[config.mk]
export PLATFORM = sky130hd
export DESIGN_NAME = writeback_arbiter
export DESIGN_NICKNAME = d
export VERILOG_FILES = /design/src/rtl/writeback_arbiter.sv
export SDC_FILE = /design/constraint.sdc
export NUM_CORES = 1
export LEC_CHECK = 0
export ABC_AREA = 1
export CORE_MARGIN = 8
export CORE_UTILIZATION = 47
export CTS_CLUSTER_DIAMETER = 50
export DETAILED_ROUTE_END_ITERATION = 12
export PLACE_DENSITY = 0.72
export SYNTH_ARGS = -nofsm -noshare
export SYNTH_HDL_FRONTEND = slang
export SYNTH_SLANG_ARGS = --single-unit
[constraint.sdc]
create_clock -name clk -period 7.6 [get_ports clk]
set_clock_uncertainty 0.2 [all_clocks]
set_input_delay 1.9 -clock clk [delete_from_list [all_inputs] [get_ports clk]]
set_output_delay 1.9 -clock clk [all_outputs]
set_load 0.005 [all_outputs]
[src/rtl/writeback_arbiter.sv]
// writeback_arbiter: round-robin ALU/MEM result arbiter feeding a writeback FIFO
// that drives a single-cycle register-file write stage.
module writeback_arbiter #(
  parameter int DATA_WIDTH   = 64,
  parameter int NUM_REGS     = 32,
  parameter int NUM_REGS_LOG = $clog2(NUM_REGS),
  parameter int DEPTH        = 4
) (
  input  logic                     clk,
  input  logic                     reset,
  input  logic                     flush,
  input  logic                     alu_valid,
  output logic                     alu_ready,
  input  logic [NUM_REGS_LOG-1:0]  alu_rd,
  input  logic [DATA_WIDTH-1:0]    alu_data,
  input  logic                     mem_valid,
  output logic                     mem_ready,
  input  logic [NUM_REGS_LOG-1:0]  mem_rd,
  input  logic [DATA_WIDTH-1:0]    mem_data,
  output logic [NUM_REGS_LOG-1:0]  write_reg,
  output logic [DATA_WIDTH-1:0]    write_data,
  output logic [NUM_REGS-1:0]      pending,
  output logic [$clog2(DEPTH):0]   count
);
  localparam int PW = $clog2(DEPTH);
  localparam logic [PW:0] FULL = (PW+1)'(DEPTH);
  logic [NUM_REGS_LOG-1:0] q_rd [DEPTH];
  logic [DATA_WIDTH-1:0] q_data [DEPTH];
  logic [PW-1:0] wp, rp;
  logic pri_alu, grant_alu, grant_mem, open, push, pop;
  logic [NUM_REGS_LOG-1:0] in_rd;
  logic [DATA_WIDTH-1:0] in_data;
  always_comb begin
    grant_alu = alu_valid && (!mem_valid || pri_alu);
    grant_mem = mem_valid && !grant_alu;
    open = reset && !flush && (count != FULL);
    alu_ready = grant_alu && open;
    mem_ready = grant_mem && open;
    in_rd = mem_ready ? mem_rd : alu_rd;
    in_data = mem_ready ? mem_data : alu_data;
    push = (alu_ready || mem_ready) && (in_rd != '0);
    pop = count != '0;
  end
  // occupancy window starts at rp and spans count entries, wrapping modulo DEPTH
  always_comb begin
    pending = '0;
    for (int i = 0; i < DEPTH; i++)
      if (i < int'(count)) pending[q_rd[rp + PW'(i)]] = 1'b1;
    pending[write_reg] = 1'b1;
    pending[0] = 1'b0;
  end
  always_ff @(posedge clk)
    if (push) begin
      q_rd[wp] <= in_rd;
      q_data[wp] <= in_data;
    end
  always_ff @(posedge clk or negedge reset)
    if (!reset) begin
      count <= '0;
      wp <= '0;
      rp <= '0;
      write_reg <= '0;
      write_data <= '0;
      pri_alu <= 1'b1;
    end else if (flush) begin
      count <= '0;
      wp <= '0;
      rp <= '0;
      write_reg <= '0;
      write_data <= '0;
    end else begin
      if (alu_ready || mem_ready) pri_alu <= mem_ready;
      if (push) wp <= wp + 1'b1;
      if (pop) rp <= rp + 1'b1;
      write_reg <= pop ? q_rd[rp] : '0;
      write_data <= pop ? q_data[rp] : '0;
      count <= count + (PW+1)'(push) - (PW+1)'(pop);
    end
endmodule
* Yosys cells after proc, flatten, opt, wreduce, memory -nomap -nowiden
Memories as Yosys holds them, arrays and structs flattened. Index checks and enable logic that the tools add are counted.
Storage, ports and cells: register bits 77, RAM bits 276, output and inout port bits 106, word-level logic and storage cells 83, memories 2
Memories:
- q_data | depth 4, width 64, rd ports 1, clocked after memory_dff 0, write ports 1, line 28 | logic [DATA_WIDTH-1:0] q_data [DEPTH];
- q_rd | depth 4, width 5, rd ports 4, clocked after memory_dff 0, write ports 1, line 27 | logic [NUM_REGS_LOG-1:0] q_rd [DEPTH];
Cells by class: add/sub/neg operators 6, order comparisons 14, equal/unequal tests 1, mux-type cells 27, bitwise logic cells 5, reductions and logical operators 22
Operators with widths (number):
- $mux W64 | 3
- $mux W32 | 4
- $or A32 B32 Y32 | 4
- $lt A5 B6 Y1 const B | 5
- $demux W1 S5 | 5
- $ge A5 B1 Y1 const B | 5
- $mux W5 | 3
- $logic_and A1 B1 Y1 | 12
- $mux W2 | 4
- $mux W1 | 7
- $lt A1 B3 Y1 const A | 2
- $lt A2 B3 Y1 const A | 2
- $reduce_bool A5 Y1 | 1
- $add A2 B1 Y2 const B | 2
- $add A2 B2 Y2 const B | 2
- $reduce_bool A2 Y1 | 2
- $add A3 B1 Y3 | 1
- $logic_not A1 Y1 | 3
- $mux W3 | 1
- $ne A3 B3 Y1 const B | 1
- $reduce_bool A3 Y1 | 1
- $sub A3 B1 Y3 | 1
- $logic_or A1 B1 Y1 | 2
- $reduce_and A2 Y1 | 1
- $not A1 Y1 | 1

* Depth between registers and ports, before layout
An unclocked memory read counts as a cell.
depth after elaboration 13, mapped depth 14, depth with buffers taken out 14

* Least setup slack after synthesis
OpenSTA, ideal clock, no wires.
path kind in2reg, from input mem_valid, to memory q_data[0][0], enable pin, setup time 0.496 ns, data arrival time 5.626 ns, required time 6.904 ns, path slack 1.277 ns, stages 8, cell sequence inv_1 a21oi_1 nand3_2 nand2_1 o21ai_1 nand2_1 o21bai_4 nor2_1
On the way: cells in the longest elaborated chain, start to end 11, elaborated cells between the ends (all ways) 13
RTL lines:
- from (decl) | line 16 | input logic mem_valid,
- $logic_not A1 Y1 | line 34 | grant_alu = alu_valid && (!mem_valid || pri_alu);
- $logic_or A1 B1 Y1 | line 34
- $logic_and A1 B1 Y1 | line 34
- $logic_not A1 Y1 | line 35 | grant_mem = mem_valid && !grant_alu;
- $logic_and A1 B1 Y1 | line 35
- $logic_and A1 B1 Y1 | line 38 | mem_ready = grant_mem && open;
- $mux W5 | line 39 | in_rd = mem_ready ? mem_rd : alu_rd;
- $reduce_bool A5 Y1 | line 41 | push = (alu_ready || mem_ready) && (in_rd != '0);
- $logic_and A1 B1 Y1 * | line 41
- $mux W1 * | line 53 | if (push) begin
- $mux W1 (not written as such) * | line 55 | q_data[wp] <= in_data;
- to (decl) | line 28
Every way passes the cells marked *; elsewhere a longest branch is shown, timed or not.

* Worst setup path in the final report
from register rp[0], to output pending[3]
On the way: cells in the longest elaborated chain, start to end 13, elaborated cells between the ends (all ways) 32
RTL lines:
- from (decl) | line 29 | logic [PW-1:0] wp, rp;
- from (signal assigned) | line 74 | if (pop) rp <= rp + 1'b1;
- $add A2 B1 Y2 / $mem_v2 Z4 W5 (equally long branches)
- $mem_v2 Z4 W5 *
- $lt A5 B6 Y1 (not written as such) (tied with other cells) | line 48 | if (i < int'(count)) pending[q_rd[rp + PW'(i)]] = 1'b1;
- $logic_and A1 B1 Y1 (not written as such) / $mux W1 (equally long branches) | line 48
- $mux W1 (not written as such) / $demux W1 S5 (equally long branches) | line 48
- $demux W1 S5 / $mux W32 (equally long branches) | line 48
- $or A32 B32 Y32 (no source line)
- $mux W32 | line 48
- $or A32 B32 Y32 (no source line)
- $mux W32 | line 48
- $or A32 B32 Y32 (no source line)
- $mux W32 * | line 48
- $or A32 B32 Y32 (no source line) *
- to (decl) | line 22 | output logic [NUM_REGS-1:0] pending,
Marked as above.

==> out/qor.yml <==
routing:
  first_pass_iters: 7
  totalWireLength_mm: 42.1
  wl_per_cell_um: 20.5
  drcViolationCount: 0
  drt_iter0_markers: 1055
  routed-via-count: 11400
  drtAntennaViolNets: 0
  via_per_inst: 5.54
synth:
  ys_ff_latch: 353
  ys.flop_type: "edfxtp_1"
  synth_area_leaders: "edfxtp_1, dfrtp_1, nand2_1, nand3_1, a22oi_1"
  synth_edf_count: 276
  synth_nets: 1544
  yosysTopAreaCell: "edfxtp_1"
  synth-async-reset-ratio: 0.218
  ys.warnings.count: 0
  avgSynthCellArea_um2: 10.9
  synthCells: 1392
  syn_area_um2: 15200
  synth_seq_area_share: 0.673
  yosys.cell_types.count: 31
  yosys.area.top_type_share: 0.546
floorplanning:
  initial_utilization: 0.471
  ios: 249
  fp.dieH_um: 196
  core-area_um2: 32200
  row_count: 66
  die_width_um: 196
  die-area_um2: 38300
clocking:
  cts_made_buffers: 37
  cts_max_path_buffers: 3
  cts_resized: 0
  post_cts_buffers: 0
  root_buffer: "clkbuf_16"
  cts_hold_buf: 0
  clock_sinks: 353
  htreeDepth: 2
  clk_pin_slew_ns: 0.06
  cts_tree: "built"
  clkLatencyLatePin_ns: 0.53
critical_path:
  cp_slowest_cell: "dfrtp_4"
  worst_ep_arrival_time_ns: 4.28
  path_depth: 10
  critPathCaptureType: "primary output"
  ff2ff_setup_slack_ns: 3.77
  startpoint_type: "flop"
  setup.worst_path.class: "reg2out"
  worstRegToRegCells: 15
  r2r_end: "count[2]"
  crit_chain: "inv_2 -> nand2_1 -> nand2_1 -> nand2_1 -> o21ai_2 -> nand3_2 -> nor2_1 -> a21oi_1 -> nand3_1 -> clkdlybuf4s50_1"
  path_common_cell: "nand2_1"
  worstReg2RegStart: "count[1]"
  cp.buffers_inverters: 2
  crit_family: "simple AND/OR/NAND/NOR gates"
  slowest_delay_ns: 0.69
  crit_required_ns: 5.50
  crit_fanout: 51
global_routing:
  grt_max_degree: 88
  antenna_found_initial: 2
  overflow: 0
  grt_pass1_vias: 11600
  grt_pass1_wl_mm: 65.5
  track_usage: 0.216
cells_and_area:
  reg_top3: "q_data (256), write_data (64), q_rd (20)"
  syn2layout_area_growth_pct: 26.6
  fin_util: 0.597
  layout_commonest_cell: "nand2_1"
  fin_cells: 2055
  drive_gt1_frac: 0.0692
  final_nets: 1770
  largest_reg_flops: 256
  antenna_cells: 0
  mostFrequentLayoutCells: "nand2_1, edfxtp_1, clkdlybuf4s50_1"
  regMostFlops: "q_data"
  final_area_um2: 19200
power_and_ir_drop:
  ir_drop_mv: 0.184
  p_leak_nw: 7.07
  p_per_area_nw_per_um2: 347
  total_power_mw: 6.67
place:
  dp_cells: 1987
  place.gp.congestion: 0.947
  pre_cts_slack_ns: 1.79
  port_buffers: 247
  dpl_cell_area_um2: 18000
  hpwl_mm: 27.1
timing:
  finalMaxSlewViolations: 0
  clock.fmax_mhz: 157
  rsz0062_at_grt: "false"
  finalCriticalPeriod_ns: 6.38
  worst_pin_slew_ns: 0.965
  setup_viol: 0
  hold_slack_ns: 0.287
  relSlewSlack: 0.355
  finalHoldViolations: 0
  tns_ns: 0
  fin_ws_ns: 1.22
  period_share: 0.840
job:
  drv_cap: 0
outcome:
  status: "finished clean"
hold_path:
  hp-start: "pri_alu"
  min_to: "pri_alu"
  holdCritPathClass: "reg2reg"
  min_path_cells: 2
-- cells in the mapped netlist, types with 11 or more instances --
cell type	n
clkbuf_1	39
inv_1	64
a31oi_1	64
dfrtp_1	76
o21ai_1	22
o21ai_2	12
o21ai_0	21
nand3_1	156
nand4_1	11
nand2_1	340
a22oi_1	64
nor2_1	118
edfxtp_1	276
a21oi_1	47
buf_2	19
-- routing by layer --
layer / wire length (µm) / track usage / up-vias
li1: - / - / 5387
met3: 2770 / 0.0398 / 67
met1: 17600 / 0.275 / 5489
met4: 751 / 0.0553 / 4
met2: 21000 / 0.378 / 447
met5: 27 / 0 / -
-- worst max-delay path by stage --
| stage | start | end | slack (ns) |
|---|---|---|---|
| after global placement | flush | q_data[0][42] | 1.88 |
| after floorplan | mem_valid | q_data[0][0] | 1.28 |
| after CTS | rp[0] | pending[25] | 1.26 |
| after detailed placement | flush | q_data[0][41] | 1.79 |
| after global routing | rp[0] | pending[18] | 0.92 |
| final | rp[0] | pending[3] | 1.22 |
-- tightest hold or removal path, delay by kind of cell, from the launching register on --
| family | cells | cell delay (ns) |
|---|---|---|
| AND/OR/NAND/NOR | 2 | 0.11 |
| flip-flops | 1 | 0.38 |
-- cell families (layout without fill, tap and decap cells) --
| family | after synthesis | after routing | share of synthesized area |
|---|---|---|---|
| flops | 353 | 353 | 0.673 |
| simple gates | 651 | 651 | 0.182 |
| fa+ha+maj | 9 | 9 | 0.00791 |
| buf+inv | 143 | 398 | 0.0384 |
| xor+xnor | 1 | 1 | 0.000577 |
| compound gates | 234 | 234 | 0.0973 |
| other cells | 1 | 1 | 0.000247 |
-- where the power goes --
group / switching, mW / total [mW] / internal [mW]
clock network: 0.744 / 1.74 / 0.992
logic: 1.53 / 2.41 / 0.880
registers: 0.179 / 2.53 / 2.35
total: 2.45 / 6.67 / 4.23
-- layout make-up --
type | instances | area [µm²]
multi-input combinational | 896 | 4430
tap | 408 | 510
fill | 2627 | 13000
inverter | 70 | 263
clock buffer | 49 | 1010
timing repair buffer | 260 | 2610
sequential | 353 | 10200
clock inverter | 19 | 168
Note: power is estimated with default switching activity, not from simulation.
==> RTL edit (same flow settings) <==
The parameter `NUM_REGS` goes from 32 to 16.
--- a/src/rtl/writeback_arbiter.sv
+++ b/src/rtl/writeback_arbiter.sv
@@ -2,7 +2,7 @@
 // that drives a single-cycle register-file write stage.
 module writeback_arbiter #(
   parameter int DATA_WIDTH   = 64,
-  parameter int NUM_REGS     = 32,
+  parameter int NUM_REGS     = 16,
   parameter int NUM_REGS_LOG = $clog2(NUM_REGS),
   parameter int DEPTH        = 4
 ) (
Interface: changed (resized alu_rd, mem_rd, pending and write_reg); port bits go from 249 to 230. No check against the original RTL was run, so the function may have changed too.
==> RTL edit against the original RTL <==
Global-route usage shrank 2.6 points; routed wire length shrank 15%; design area shrank 6.0%; sequential cell count shrank 5; die area shrank 5.0%; area after synthesis shrank 5.5%; setup slack gained 0.57 ns; sequential share of layout area grew 2.6 points; critical path depth shrank 5; count of clock-buffer cells in the layout grew 3; power shrank 10%; largest power group unchanged.
==> RTL edit: results (changes against the original RTL) <==
Parameter                              Value

Global route
  Pin count of the biggest net entering global routing ... 101 (+15%)
  First-pass GRT wire length ... 54,600 microns (-17%)
  Global-route total usage across every layer ... 19.0% (-2.6 points)
  Initial antenna violation count ... 0 (-2)

Layout
  Fraction of area in non-clock buffers ... 13.2% (-0.39 points)
  Clock Network Area Fraction ... 6.13% (about the same)
  Seq area share ... 55.8% (+2.6 points)
  Inverters, non-clock ... 51 (-27%)
  Share of post-route cells with drive strength above 1 ... 6.21% (-0.71 points)
  Count of fill cells added during filler insertion ... 2,390 (-9.0%)
  Clock buf count ... 52 (+6.1%)
  Count of nets after finishing ... 1,606 (-9.3%)
  Multi-input gate share of the layout cell area ... 21.1% (-2.0 points)
  Post-route cell area ... 0.0181 sq mm (-6.0%)
  Biggest regs ... q_data (256), write_data (64), q_rd (16)

Drt
  Total vias in the final route ... 10,100 (-11%)
  Starting DRC count in detailed routing ... 745 (-29%)
  Final Routed Wirelength ... 35,600 microns (-15%)

Worst setup path
  Arrival @ worst endpoint ... 3.71 ns (-0.57 ns)
  Maximum fanout along the worst path ... 6 (-88%)
  Worst reg-to-reg path cell count ... 11 (-4)
  Highest cell delay on the worst timing path ... 0.53 ns (-0.16 ns)
  Top cell family by delay on the critical path ... buffers and inverters
  Slowest stage cell on the critical path ... clkdlybuf4s50_1

Logic synthesis
  Compound-cell area share of the yosys netlist ... 7.90% (-1.8 points)
  Sequential cell area fraction in the yosys report ... 70.2% (+2.9 points)
  Proportion of register bits with asynchronous set or reset after synthesis ... 21.8% (+0.026 points)
  Count of different cell masters after synthesis ... 30 (-3.2%)
  Xor/xnor cell area share of the yosys netlist ... 0.0610% (+0.0033 points)
  Top post-synthesis cells by area ... edfxtp_1, dfrtp_1, nand2_1
  Count of yosys warnings during synthesis ... 0 (unchanged)
  Ranking of synthesized cells by instance count ... nand2_1, edfxtp_1, nand3_1, nor2_1, dfrtp_1
  Cell count after synthesis ... 1,250 (-10%)
  Net count of the mapped netlist ... 1,400 (-9.3%)
  Number of synthesized flops with an enable pin ... 272 (-1.4%)
  Adder-cell share of the synthesized area ... 0.837% (+0.046 points)

Power
  IR drop worst, VDD ... 0.000166 V (-10%)
  Switching fraction of total power ... 33.1% (-3.6 points)
  LEAKAGE ... 6.71 nW (-5.2%)

Floorplanning
  Number of rows created at floorplan ... 64 (-3.0%)

Status
  Status ... complete, no violations

Placed design
  Count of input and output buffers ... 228 (-7.7%)
  Placed Instance Area ... 0.0169 sq mm (-6.0%)
  HPWL after detailed placement ... 22,800 microns (-16%)
  Post-Place Worst Slack ... 1.77 ns (-0.0286 ns)

Clocking
  Worst-skew pair later-pin latency ... 0.50 ns (-0.03 ns)

STA
  Worst relative slew slack ... 23.7% (-12 points)
==> RTL edit: power by group through the flow <==
| stage | Sequential [mW] | Combinational [mW] | Clock (mW) |
|---|---|---|---|
| 5_1_grt | 2.45 | 2.15 | 1.72 |
| 6_report | 2.42 | 1.95 | 1.63 |
| 2_1_floorplan | 2.40 | 1.14 | 0 |
| 4_1_cts | 2.42 | 1.97 | 1.65 |
| 3_5_place_dp | 2.46 | 1.96 | 0 |
| 3_3_place_gp | 2.46 | 1.93 | 0 |
==> RTL edit: metal layers <==
layer  vias up  GRT usage (%)  wire, microns
met4         0           5.28            716
met2       363           33.3          18400
met5         -              0              0
li1       4836              -              -
met1      4839           23.8          14300
met3        53           3.47           2180
==> RTL edit: final timing paths <==
kind,end,slack [ns],startpoint
worst min register to register,pri_alu,0.30,pri_alu
min in group asynchronous,count[0],1.18,reset
worst min-delay path,pri_alu,0.30,pri_alu
worst max register to register,q_data[1][42],3.64,count[1]
max in group asynchronous,write_data[39],5.04,reset
worst max-delay path,alu_ready,1.79,flush
